[src/rtl/wb_gpio_bank.sv]
// wb_gpio_bank -- Wishbone-classic GPIO peripheral with per-pin direction,
// output register, synchronised input and per-pin edge interrupts.
//
// Ports:
//   clock, reset        system clock, synchronous active-high reset
//   wb_adr_i[4:0]       byte address, [4:2] selects the register
//   wb_dat_i/wb_dat_o   write / read data (read data is 0 while ack is low)
//   wb_sel_i[3:0]       byte lane enables for writes
//   wb_we_i, wb_cyc_i, wb_stb_i, wb_ack_o   classic handshake, one-cycle ack
//   gpio_i              asynchronous pad inputs
//   gpio_o, gpio_oe     pad output values and enables (1 drives the pad)
//   irq_o               level interrupt, |(STATUS & MASK), registered
//
// Register map: 0x00 IN (RO), 0x04 OUT, 0x08 DIR, 0x0C MASK,
//   0x10 EDGE (1 = rising, 0 = falling), 0x14 STATUS (write 1 to clear),
//   0x18/0x1C read 0, writes ignored.
//
// Optional build macro WB_GPIO_DEBOUNCE_EN inserts a debounce filter of
// DEBOUNCE_CYCLES stable clocks between the synchroniser and IN/edge logic.

module wb_gpio_bank #(
  parameter int GPIO_WIDTH      = 32,
  parameter int DEBOUNCE_CYCLES = 16
) (
  input  logic                  clock,
  input  logic                  reset,
  input  logic [4:0]            wb_adr_i,
  input  logic [31:0]           wb_dat_i,
  input  logic [3:0]            wb_sel_i,
  input  logic                  wb_we_i,
  input  logic                  wb_cyc_i,
  input  logic                  wb_stb_i,
  output logic [31:0]           wb_dat_o,
  output logic                  wb_ack_o,
  input  logic [GPIO_WIDTH-1:0] gpio_i,
  output logic [GPIO_WIDTH-1:0] gpio_o,
  output logic [GPIO_WIDTH-1:0] gpio_oe,
  output logic                  irq_o
);

  localparam logic [2:0] REG_IN     = 3'd0;
  localparam logic [2:0] REG_OUT    = 3'd1;
  localparam logic [2:0] REG_DIR    = 3'd2;
  localparam logic [2:0] REG_MASK   = 3'd3;
  localparam logic [2:0] REG_EDGE   = 3'd4;
  localparam logic [2:0] REG_STATUS = 3'd5;

  logic                  ack_reg;
  logic [31:0]           dat_reg;
  logic                  irq_reg;
  logic [GPIO_WIDTH-1:0] out_reg;
  logic [GPIO_WIDTH-1:0] dir_reg;
  logic [GPIO_WIDTH-1:0] mask_reg;
  logic [GPIO_WIDTH-1:0] edge_reg;
  logic [GPIO_WIDTH-1:0] status_reg;
  logic [GPIO_WIDTH-1:0] status_next;
  logic [GPIO_WIDTH-1:0] s1_reg;
  logic [GPIO_WIDTH-1:0] s2_reg;
  logic [GPIO_WIDTH-1:0] prev_reg;
  logic [1:0]            arm_reg;
  logic [GPIO_WIDTH-1:0] pin_val;
  logic [GPIO_WIDTH-1:0] capture;
  logic [31:0]           lane_mask;
  logic [GPIO_WIDTH-1:0] wr_mask;
  logic [GPIO_WIDTH-1:0] wr_data;
  logic [31:0]           rd_data;
  logic [2:0]            reg_idx;
  logic                  req;
  logic                  wr;
  logic                  unused_bits;

  // Low address bits and (for narrow banks) upper data bits carry no meaning.
  assign unused_bits = ^{wb_adr_i[1:0], wb_dat_i, 32'(DEBOUNCE_CYCLES)};

  // Expand byte-lane enables into a bit mask.
  generate
    for (genvar gi = 0; gi < 4; gi++) begin : g_lane
      assign lane_mask[gi*8 +: 8] = {8{wb_sel_i[gi]}};
    end
  endgenerate

  assign wr_mask = lane_mask[GPIO_WIDTH-1:0];
  assign wr_data = wb_dat_i[GPIO_WIDTH-1:0];
  assign reg_idx = wb_adr_i[4:2];
  // Ack low is part of the request so acks can never be back to back.
  assign req     = wb_cyc_i & wb_stb_i & ~ack_reg;
  assign wr      = req & wb_we_i;

  // Two-flop synchroniser and post-reset arm counter.
  always_ff @(posedge clock) begin
    if (reset) begin
      s1_reg  <= '0;
      s2_reg  <= '0;
      arm_reg <= 2'd0;
    end else begin
      s1_reg  <= gpio_i;
      s2_reg  <= s1_reg;
      if (arm_reg != 2'd3) arm_reg <= arm_reg + 2'd1;
    end
  end

`ifdef WB_GPIO_DEBOUNCE_EN
  // Any change on the synchronised bus restarts the shared stability count;
  // the filtered value follows the candidate once it has held long enough.
  logic [15:0]           db_cnt_reg;
  logic [GPIO_WIDTH-1:0] cand_reg;
  logic [GPIO_WIDTH-1:0] filt_reg;

  always_ff @(posedge clock) begin
    if (reset) begin
      db_cnt_reg <= 16'd0;
      cand_reg   <= '0;
      filt_reg   <= '0;
    end else if (s2_reg != cand_reg) begin
      cand_reg   <= s2_reg;
      db_cnt_reg <= 16'd1;
    end else if (db_cnt_reg >= 16'(DEBOUNCE_CYCLES - 1)) begin
      filt_reg   <= cand_reg;
    end else begin
      db_cnt_reg <= db_cnt_reg + 16'd1;
    end
  end

  assign pin_val = filt_reg;
`else
  assign pin_val = s2_reg;
`endif

  // Per-pin edge qualification; suppressed until the history is valid.
  generate
    for (genvar gi = 0; gi < GPIO_WIDTH; gi++) begin : g_edge
      assign capture[gi] = (arm_reg == 2'd3) &&
                           (edge_reg[gi] ? ( pin_val[gi] & ~prev_reg[gi])
                                         : (~pin_val[gi] &  prev_reg[gi]));
    end
  endgenerate

  // A new edge wins over a simultaneous write-1-to-clear.
  always_comb begin
    status_next = status_reg;
    if (wr && reg_idx == REG_STATUS)
      status_next = status_reg & ~(wr_data & wr_mask);
    status_next = status_next | capture;
  end

  always_comb begin
    rd_data = '0;
    case (reg_idx)
      REG_IN:     rd_data[GPIO_WIDTH-1:0] = pin_val;
      REG_OUT:    rd_data[GPIO_WIDTH-1:0] = out_reg;
      REG_DIR:    rd_data[GPIO_WIDTH-1:0] = dir_reg;
      REG_MASK:   rd_data[GPIO_WIDTH-1:0] = mask_reg;
      REG_EDGE:   rd_data[GPIO_WIDTH-1:0] = edge_reg;
      REG_STATUS: rd_data[GPIO_WIDTH-1:0] = status_reg;
      default:    rd_data = '0;
    endcase
  end

  always_ff @(posedge clock) begin
    if (reset) begin
      ack_reg    <= 1'b0;
      dat_reg    <= '0;
      irq_reg    <= 1'b0;
      out_reg    <= '0;
      dir_reg    <= '0;
      mask_reg   <= '0;
      edge_reg   <= '0;
      status_reg <= '0;
      prev_reg   <= '0;
    end else begin
      ack_reg    <= req;
      dat_reg    <= req ? rd_data : 32'd0;
      irq_reg    <= |(status_reg & mask_reg);
      status_reg <= status_next;
      prev_reg   <= pin_val;
      if (wr) begin
        case (reg_idx)
          REG_OUT:  out_reg  <= (out_reg  & ~wr_mask) | (wr_data & wr_mask);
          REG_DIR:  dir_reg  <= (dir_reg  & ~wr_mask) | (wr_data & wr_mask);
          REG_MASK: mask_reg <= (mask_reg & ~wr_mask) | (wr_data & wr_mask);
          REG_EDGE: edge_reg <= (edge_reg & ~wr_mask) | (wr_data & wr_mask);
          default:  ;
        endcase
      end
    end
  end

  assign wb_ack_o = ack_reg;
  assign wb_dat_o = dat_reg;
  assign irq_o    = irq_reg;
  assign gpio_o   = out_reg;
  assign gpio_oe  = dir_reg;

endmodule

[config.mk]
export PLATFORM = sky130hd
export DESIGN_NAME = wb_gpio_bank
export DESIGN_NICKNAME = d
export VERILOG_FILES = /design/src/rtl/wb_gpio_bank.sv
export SDC_FILE = /design/constraint.sdc
export NUM_CORES = 1
export LEC_CHECK = 0
export ABC_AREA = 1
export BUFFER_PORTS_ARGS = -buffer_cell sky130_fd_sc_hd__buf_2
export CAP_MARGIN = 10
export CELL_PAD_IN_SITES_DETAIL_PLACEMENT = 0
export CELL_PAD_IN_SITES_GLOBAL_PLACEMENT = 1
export CORE_MARGIN = 2
export CORE_UTILIZATION = 40
export CTS_CLUSTER_SIZE = 30
export DETAILED_ROUTE_END_ITERATION = 7
export PLACE_DENSITY_LB_ADDON = 0.1
export SLEW_MARGIN = 10
export SYNTH_ARGS = -nofsm -noshare
export SYNTH_HDL_FRONTEND = slang
export SYNTH_SLANG_ARGS = --single-unit
export TNS_END_PERCENT = 20
[constraint.sdc]
create_clock -name clock -period 4.1 [get_ports clock]
set_clock_uncertainty 0.2 [all_clocks]
set_input_delay 0.41 -clock clock [delete_from_list [all_inputs] [get_ports clock]]
set_output_delay 0.41 -clock clock [all_outputs]
set_load 0.02 [all_outputs]
Word level (Yosys, flattened, before mapping)

Index checks and enable logic that the tools add are counted.

Flip-flop bits (word level): 292
Word-level logic and storage cells: 241
Output and inout port bits: 98

Reductions and logical operators: 40
Muxes and demuxes: 34
Eq/ne operators: 7
$add $sub $neg: 1
Bitwise operators: 147

Operator list:

| kind                                                            | number |
|---|---|
| 32-bit bitwise AND                                              | 7 |
| 32-bit case mux with 6 select lines                             | 1 |
| 32-bit OR                                                       | 5 |
| 1-bit bitwise AND                                               | 67 |
| 1-bit inverter                                                  | 66 |
| 32-bit inverter                                                 | 2 |
| 1-bit logical AND                                               | 33 |
| 1-bit two-way mux                                               | 32 |
| 32-bit two-way mux                                              | 1 |
| 32-bit OR reduction                                             | 1 |
| 2-bit AND reduction                                             | 4 |
| 3-bit by 2-bit == test with 1-bit output, second input constant | 2 |
| 3-bit == test, second input constant                            | 2 |
| 3-bit by 1-bit == test with 1-bit output, second input constant | 1 |
| 3-bit zero test                                                 | 1 |
| 2-bit by 1-bit adder with 2-bit output, second input constant   | 1 |
| 2-bit == test, second input constant                            | 1 |
| 2-bit inequality test, second input constant                    | 1 |
| 2-bit OR reduction                                              | 1 |

Depth between registers and ports, before layout

Gate-level depths: netlist (run 1).

Word-level depth: 6
Gate-level depth with buffers: 9

Least setup slack after synthesis (run 1)

Ideal clock, no wire load.

Path type: in2reg
Start point: input wb_adr_i[4]
End point: register with a tool-made name
Path buffers: 2
Required time: 3.788 ns
Path slack: 2.447 ns
Setup time: 0.112 ns
Stages: 8
Arrival: 1.341 ns
Cells stage by stage: buf_2 > inv_4 > nand3_1 > nor2_4 > buf_2 > nand3_1 > nand2_1 > nor2_1

RTL lines:

| item        | RTL line | source |
|---|---|---|
| from (decl) | 27       | `input logic [4:0] wb_adr_i,` |

==> flow_summary.json, run 1 <==
{
  "outcome": "complete, no violations",
  "vdd_drop_max_mv": 0.221,
  "slew_headroom_pct": 39.9,
  "crit_slowest_cell": "nor2_4",
  "start_util_pct": 40.4,
  "crit_fanout": 18,
  "p_leak_nw": 7.18,
  "final_cell_mix": "nand2_1, nor2_1, dfxtp_1",
  "syn-num-nets": 1978,
  "grt_max_degree": 67,
  "syn_avg_cell_area_um2": 6.68,
  "max_stage_delay_ns": 0.66,
  "antenna_found_initial": 0,
  "min_from": "wb_dat_i[4]",
  "cts_tree": "done",
  "place_congestion": 0.791,
  "startpoint_type": "primary input",
  "grt_usage_pct": 23.7,
  "drcViolationCount": 0,
  "final_common_cell": "nand2_1",
  "num_vias": 12000,
  "drt-wirelength-per-cell_um": 16.0,
  "first_global_vias": 11100,
  "overflow": 0,
  "die-area_mm2": 0.0331,
  "fmax_ghz": 0.390,
  "cp.arrival_ns": 2.77,
  "power.total_mw": 6.35,
  "syn-cell-area_mm2": 0.0127,
  "cts_sinks": 292,
  "criticalPathCategory": "in -> reg",
  "post-dp-hpwl_um": 25200,
  "clk_pin_slew_ns": 0.05,
  "first_pass_iters": 5,
  "setup_viol": 0,
  "die_x_um": 182,
  "drive_gt1_share_pct": 13.4,
  "coreArea_mm2": 0.0314,
  "p_per_area_mw_per_mm2": 417,
  "grt_pass1_wl_um": 61300,
  "worst_slew_pin_slew_ns": 0.900,
  "ys_ff_latch": 292,
  "routed-wl-met2_um": 18100,
  "numPortBuffers": 173,
  "final_max_slew_viol_count": 0,
  "maxCapViolCount": 0,
  "startpoint": "wb_cyc_i",
  "syn_inst": 1899,
  "worstSkewPairLatency_ns": 0.51,
  "maxUsedRoutingLayer": "met4",
  "route.met3.wl_um": 2340,
  "rows": 65,
  "area_delta_synth_final_pct": 20.2,
  "crit_family": "simple AND/OR/NAND/NOR gates",
  "worstPathCellList": "dlygate4sd3_1, buf_2, nand4_2, nor2_4, buf_4, nand3_1, nand2_1, nor2_1",
  "grt_setup_unrepaired": "false",
  "cts_max_path_buffers": 3,
  "die_h_um": 182,
  "via_per_inst": 4.82,
  "wirelength_met1_um": 18700,
  "cp_data_required_time_ns": 4.30,
  "synth-seq-area-share_pct": 46.1,
  "min_period_ns": 2.57,
  "final_nets": 2150,
  "cts_root_buffer": "clkbuf_16",
  "period_share_pct": 62.6,
  "tns_ns": 0,
  "cp_num_buf_inv": 3,
  "ys_types": 23,
  "cp-end-kind": "flop",
  "r2r-start": "wb_ack_o",
  "fillers": 3296,
  "synth_warnings": 0,
  "cts_htree_levels": 2,
  "num_io_pins": 176,
  "hold_path_class": "in -> reg",
  "drtIter0Drc": 857,
  "hold_viol": 0,
  "totalWireLength_um": 39900,
  "cts_setup_buffers": 0,
  "ant_nets": 0,
  "numCtsBuffers": 35
}
-- layout make-up --
cell class              instances  area, um^2  area share, %
diodes                          1        2.50         0.0164
inverters                     243         918           6.03
flip-flops and latches        292        5850           38.4
well taps                     402         503           3.30
multi-input cells            1269        5490           36.0
clock inverters                 5        50.0          0.328
clock buffers                  53        1050           6.87
repair buffers                230        1380           9.07
-- cell usage after synthesis (all sizes together) --
cell	number	share of area, %
nand2	502	15
nor2	418	14
dfxtp	292	46
inv	243	7.2
nand3	164	6.6
a21oi	77	3.0
o21ai	68	2.7
buf	49	2.0
clkbuf	46	1.4
nand4	27	1.4
nand3b	11	0.65
ha	1	0.099
xor2	1	0.069
-- path summary, 6_finish.rpt --
check	end	slack, ns	depth (start not counted)
setup / recovery	flop	1.53	8
hold / removal	status_reg[4]	0.08	6
setup reg to reg	flop	1.73	7
hold reg to reg	pin_val[5]	0.20	2
-- worst register-to-register path, cell delays in order, from the launching register on --
cell	delay (ns)
dfxtp_1	0.30
inv_1	0.08
nand4_2	0.34
nor2_4	0.67
buf_4	0.42
nand3_1	0.13
nand2_1	0.10
nor2_1	0.05
-- timing repair --
action	in CTS	in global routing
hold buffers	34	0
endpoints found under the hold margin	33	0
gates resized for setup	0	0
endpoints found under the setup margin	0	0
-- metrics by stage --
stage / utilization [%] / instance area (um^2) / cells / setup WS [ns] / hold WS (ns)
finish: 48.5 / 15200 / 2495 / 1.53 / 0.0755
CTS: 48.5 / 15200 / 2494 / 1.59 / 0.0580
detailed placement: 43.9 / 13800 / 2402 / 1.36 / 0.193
global route: 48.5 / 15200 / 2494 / 1.49 / 0.0816
global placement: 43.9 / 13800 / 2402 / 1.38 / 0.189
floorplan: - / 12700 / 1899 / 2.45 / 0.188
-- per-layer routing --
layer,vias up,GRT usage [%]
met5,-,0
met4,0,5.26
met3,50,3.77
met2,321,38.5
met1,5517,33.0
li1,6137,-
-- report_power, final --
group	total (mW)	internal [mW]	leakage, nW	switching, mW
sequential	2.93	2.90	2.37	0.0294
clock	2.99	1.81	0.541	1.18
combinational	0.436	0.129	4.27	0.307
total	6.35	4.84	7.18	1.51
-- cell families (layout without fill, tap and decap cells) --
logic type / Yosys count / after routing / synth area share (%)
and+or+nand+nor: 1122 / 1122 / 37.4
buffers and inverters: 338 / 531 / 10.6
DFF: 292 / 292 / 46.1
AOI/OAI and AO/OA: 145 / 145 / 5.72
adders and majority gates: 1 / 1 / 0.0987
xor gates and xnor gates: 1 / 1 / 0.0691
other: 0 / 1 / 0
Note: power is estimated with default switching activity, not from simulation.
==> run 2, diff against run 1 <==
==> constraint.sdc (replaced) <==
create_clock -name clock -period 2.44 [get_ports clock]
set_clock_uncertainty 0.2 [all_clocks]
set_input_delay 0.244 -clock clock [delete_from_list [all_inputs] [get_ports clock]]
set_output_delay 0.244 -clock clock [all_outputs]
set_load 0.02 [all_outputs]
==> flow_summary.json, run 2 (synthesis results as in run 1) <==
{
  "outcome": "complete, no violations",
  "p_leak_nw": 7.47,
  "grt_max_degree": 68,
  "die_x_um": 182,
  "final_common_cell": "nand2_1",
  "min_period_ns": 1.96,
  "rows": 65,
  "grt_usage_pct": 24.6,
  "numCtsBuffers": 35,
  "post-dp-hpwl_um": 26200,
  "pre_cts_slack_ns": 0.459,
  "die-area_mm2": 0.0331,
  "criticalPathCategory": "reg -> reg",
  "start_util_pct": 40.4,
  "cp.arrival_ns": 2.21,
  "cts_max_path_buffers": 3,
  "final_max_slew_viol_count": 0,
  "multi_input_comb_area_mm2": 0.00549,
  "p_per_area_mw_per_mm2": 704,
  "grt_setup_unrepaired": "false",
  "final_nets": 2202,
  "drcViolationCount": 0,
  "hold_path_class": "in -> reg",
  "num_vias": 12200,
  "coreArea_mm2": 0.0314,
  "cts_setup_buffers": 0,
  "fmax_ghz": 0.509,
  "ant_nets": 0,
  "die_h_um": 182,
  "worstSkewPairLatency_ns": 0.52,
  "cp_data_required_time_ns": 2.69,
  "slew_headroom_pct": 44.5,
  "fillers": 3274,
  "worst_slew_pin_slew_ns": 0.832,
  "overflow": 0,
  "drtIter0Drc": 934,
  "startpoint_type": "flop",
  "antenna_found_initial": 1,
  "maxCapViolCount": 0,
  "tns_ns": 0,
  "cts_tree": "done",
  "first_pass_iters": 5,
  "drt-wirelength-per-cell_um": 16.0,
  "final_cell_mix": "nand2_1, nor2_1, dfxtp_1",
  "crit_fanout": 9,
  "numPortBuffers": 173,
  "cts_htree_levels": 2,
  "first_global_vias": 11600,
  "num_io_pins": 176,
  "area_delta_synth_final_pct": 25.0,
  "grt_pass1_wl_um": 63700,
  "setup_viol": 0,
  "drive_gt1_share_pct": 14.3,
  "cts_root_buffer": "clkbuf_16",
  "via_per_inst": 4.77,
  "place_congestion": 0.788,
  "totalWireLength_um": 40800,
  "cts_sinks": 292,
  "setup_ws_ns": 0.476,
  "vdd_drop_max_mv": 0.441,
  "cp-end-kind": "flop",
  "period_share_pct": 80.5,
  "ff_latch_area_mm2": 0.00585,
  "hold_viol": 0,
  "clk_pin_slew_ns": 0.06
}
## run 2: changes by cell type in the layout (fill, tap and decap cells not counted), sizes merged, moves of 3 or more
cell         previous run  this run
clkinvlp                0         3
dlygate4sd3            34        67
clkbuf                 53        45
buf                   196       215
bufinv                  1         5
inv                   242       246
## run 2: through the flow
stage / total power [mW] / instance area [um^2] / hold slack [ns] / utilization [%] / std cells
after floorplan: 5.44 / 12700 / 0.151 / - / 1899
after detailed placement: 5.73 / 14000 / 0.196 / 44.5 / 2421
after global placement: 5.73 / 14000 / 0.190 / 44.5 / 2421
after CTS: 11.3 / 15800 / 0.00300 / 50.5 / 2548
after global routing: 11.6 / 15800 / 0.0625 / 50.5 / 2548
final: 11.2 / 15800 / 0.0277 / 50.5 / 2549
## run 2: worst paths after layout
path                from          end  slack [ns]  cells past startpoint
max             wb_ack_o         flop        0.48                      8
min          wb_sel_i[0]         flop        0.03                      4
max reg2reg     wb_ack_o         flop        0.48                      8
min reg2reg   s1_reg[29]  pin_val[29]        0.19                      2
## run 2: layout make-up
type	instances	share of cell area [%]
sequential	292	36.9
multi-input combinational	1269	34.6
timing repair buffer	282	11.9
tap	402	3.17
inverter	243	5.80
clock buffer	45	6.14
clock inverter	15	1.41
antenna	1	0.0158
## run 2: report_power, final
part	switching, mW	leakage, nW	internal, mW
registers	0.0487	2.37	4.87
logic	0.526	4.52	0.270
clock network	2.10	0.580	3.36
total	2.67	7.47	8.49
## run 2: critical path: stages (launching register included)
cell,delay [ns]
dfxtp_1,0.31
inv_1,0.07
nand4_2,0.34
nor2_4,0.22
buf_4,0.23
inv_4,0.13
nor2_8,0.21
nor2_1,0.06
nor2_1,0.09
## run 2: per-layer routing
layer | vias up | share of wire (%) | GRT usage (%)
li1 | 6246 | - | -
met1 | 5544 | 47 | 33.9
met2 | 314 | 45 | 40.6
met3 | 60 | 5.2 | 3.41
met4 | 2 | 2.0 | 6.55
met5 | - | 0.025 | 0
## run 2: what timing repair did
| item | in CTS | in global routing |
|---|---|---|
| gates resized for setup | 0 | 0 |
| setup endpoints to repair | 0 | 0 |
| hold endpoints to repair | 188 | 0 |
| hold buffers | 67 | 0 |
==> run 3, diff against run 2 <==
--- a/config.mk
+++ b/config.mk
@@ -5,7 +5,7 @@
 export SDC_FILE = /design/constraint.sdc
 export NUM_CORES = 1
 export LEC_CHECK = 0
-export ABC_AREA = 1
+export ABC_AREA = 0
 export BUFFER_PORTS_ARGS = -buffer_cell sky130_fd_sc_hd__buf_2
 export CAP_MARGIN = 10
 export CELL_PAD_IN_SITES_DETAIL_PLACEMENT = 0
==> constraint.sdc (replaced) <==
create_clock -name clock -period 1.65 [get_ports clock]
set_clock_uncertainty 0.2 [all_clocks]
set_input_delay 0.165 -clock clock [delete_from_list [all_inputs] [get_ports clock]]
set_output_delay 0.165 -clock clock [all_outputs]
set_load 0.02 [all_outputs]
==> flow_summary.json, run 3 <==
{
  "outcome": "complete, but fails checks",
  "violations": "setup timing",
  "instances_no_fill": 1868,
  "syn_avg_cell_area_um2": 10.1,
  "synth_mux_area_share_pct": 17.4,
  "antenna_found_initial": 1,
  "final_max_slew_viol_count": 0,
  "synth_warnings": 0,
  "yosys.area_share.simple_pct": 18.2,
  "ys_types": 40,
  "overflow": 0,
  "fmax_ghz": 0.566,
  "placed_area_mm2": 0.0136,
  "die_h_um": 175,
  "cts_root_buffer": "clkbuf_16",
  "vdd_drop_max_mv": 0.782,
  "ys_ff_latch": 292,
  "setup_viol": 145,
  "die_x_um": 175,
  "worst_slew_pin_slew_ns": 0.498,
  "ant_nets": 0,
  "syn-num-nets": 1229,
  "cp-end-kind": "flop",
  "clk_pin_slew_ns": 0.06,
  "yosys-top-cells-area": "dfxtp_1, mux2i_1, nor2_1",
  "coreArea_mm2": 0.0287,
  "hold_path_class": "in -> reg",
  "start_util_pct": 40.6,
  "grt_pass1_wl_um": 53000,
  "final_nets": 1540,
  "grt_setup_unrepaired": "true",
  "cts_htree_levels": 1,
  "synth.most_common_cell": "dfxtp_1",
  "synth_common_cells": "dfxtp_1, nor2_1, mux2i_1, nor2b_1, nand2_1",
  "worst-r2r-setup-slack_ns": -0.12,
  "final_common_cell": "dfxtp_1",
  "hold_viol": 0,
  "drcViolationCount": 0,
  "setup_ws_ns": -0.115,
  "synth_fa_ha_area_share_pct": 0.107,
  "syn_inst": 1150,
  "num_vias": 9521,
  "first_pass_iters": 5,
  "numPortBuffers": 173,
  "totalWireLength_um": 34500,
  "cp_data_required_time_ns": 1.88,
  "slew_headroom_pct": 66.8,
  "place_congestion": 0.823,
  "synthArstFlopShare_pct": 0,
  "yosys_most_used_dff": "dfxtp_1",
  "synth_top_family_by_area": "simple AND/OR/NAND/NOR gates",
  "drive_gt1_share_pct": 27.1,
  "area_delta_synth_final_pct": 33.1,
  "dp_cells": 1732,
  "syn-cell-area_mm2": 0.0116,
  "rows": 62,
  "crit_fanout": 17,
  "synth-seq-area-share_pct": 50.2,
  "maxCapViolCount": 0,
  "cts_tree": "done",
  "synth_top_area_share_pct": 50.2,
  "synth_xor_area_share_pct": 0.0752,
  "criticalPathCategory": "reg -> reg",
  "cts_sinks": 292,
  "synth_area_leader_cell": "dfxtp_1",
  "grt_max_degree": 72,
  "synth_edf_count": 0,
  "p_per_area_mw_per_mm2": 962,
  "startpoint_type": "flop",
  "fin_area_mm2": 0.0155,
  "cts_max_path_buffers": 3,
  "drt-wirelength-per-cell_um": 18.5,
  "min_period_ns": 1.77,
  "via_per_inst": 5.10,
  "synth_compound_area_share_pct": 10.9,
  "drtIter0Drc": 610,
  "post-dp-hpwl_um": 23800,
  "final_cell_mix": "dfxtp_1, nor2_1, buf_2",
  "worstSkewPairLatency_ns": 0.55,
  "numCtsBuffers": 31,
  "num_io_pins": 176,
  "fillers": 2686,
  "grt_usage_pct": 22.3,
  "cp.arrival_ns": 2.00,
  "first_global_vias": 9209,
  "period_share_pct": 107,
  "p_leak_nw": 7.15,
  "die-area_mm2": 0.0305
}
## run 3: changes by cell type after synthesis, moves of 32 or more
| cell | change |
|---|---|
| inv_1 | -232 |
| a21oi_1 | -74 |
| a32o_1 | +32 |
| nor2b_1 | +101 |
| nand3_1 | -163 |
| mux2_2 | +45 |
| nor2_1 | -199 |
| o21ai_0 | -36 |
| nand2_1 | -405 |
| a22oi_1 | +48 |
| mux2i_1 | +145 |
## run 3: timing repair
item | 4_1_cts | 5_1_grt
endpoints found under the setup margin | 145 | 155
resized for setup | 18 | 3
pin swaps | 7 | 5
hold buffers | 72 | 3
gates cloned | 0 | 0
endpoints found under the hold margin | 211 | 2
buffers inserted | 4 | 1
## run 3: path summary, 6_finish.rpt
check / cells after the start / from / to
worst max-delay path: 6 / wb_ack_o / status_reg[31]
worst min-delay path: 4 / wb_adr_i[3] / wb_dat_o[24]
worst max register to register: 6 / wb_ack_o / status_reg[31]
worst min register to register: 1 / s1_reg[9] / pin_val[9]
## run 3: metrics by stage
stage	setup TNS, ns	worst slack (ns)	util [%]	total power, mW	hold WS (ns)
2_1_floorplan	-0.963	-0.0149	-	7.89	0.0932
3_3_place_gp	-13.22	-0.517	47.6	8.38	0.172
3_5_place_dp	-15.33	-0.509	47.6	8.38	0.177
4_1_cts	-10.0	-0.116	53.8	15.1	-0.0453
5_1_grt	-19.39	-0.200	54.0	15.5	0.0554
6_report	-8.84	-0.115	54.0	14.9	0.0514
## run 3: critical path, stage by stage, from the launching register on
cell and delay [ns]:
dfxtp_2 0.31, and4b_2 0.31, buf_12 0.16, and3_1 0.18
buf_6 0.15, nand2_1 0.06, a32o_1 0.25
## run 3: kinds of logic (layout without fill, tap and decap cells)
logic type,after synthesis,in the layout
other,0,1
adders and majority gates,1,1
and+or+nand+nor,426,426
DFF,292,292
buffers and inverters,76,409
muxes,193,193
xor gates and xnor gates,1,1
AOI/OAI and AO/OA,161,161
## run 3: where the power goes
part	total (mW)	internal (mW)	leakage, nW	switching (mW)
logic	1.13	0.535	4.31	0.592
clock network	6.53	3.75	0.466	2.78
registers	7.25	7.18	2.37	0.0749
total	14.9	11.5	7.15	3.44
## run 3: layer usage
metal / share of wire [%] / GRT usage (%)
met2: 47 / 36.6
met1: 47 / 31.2
met3: 4.9 / 3.11
met4: 1.9 / 5.52
met5: 0 / 0
## run 3: layout make-up
cell class              instances  area [um^2]  area share (%)
well taps                     384          480            3.10
multi-input cells             782         5520            35.6
inverters                       3         11.3          0.0727
repair buffers                351         2680            17.3
clock inverters                 9         56.3           0.363
diodes                          1         2.50          0.0161
flip-flops and latches        292         5850            37.7
clock buffers                  46          902            5.82
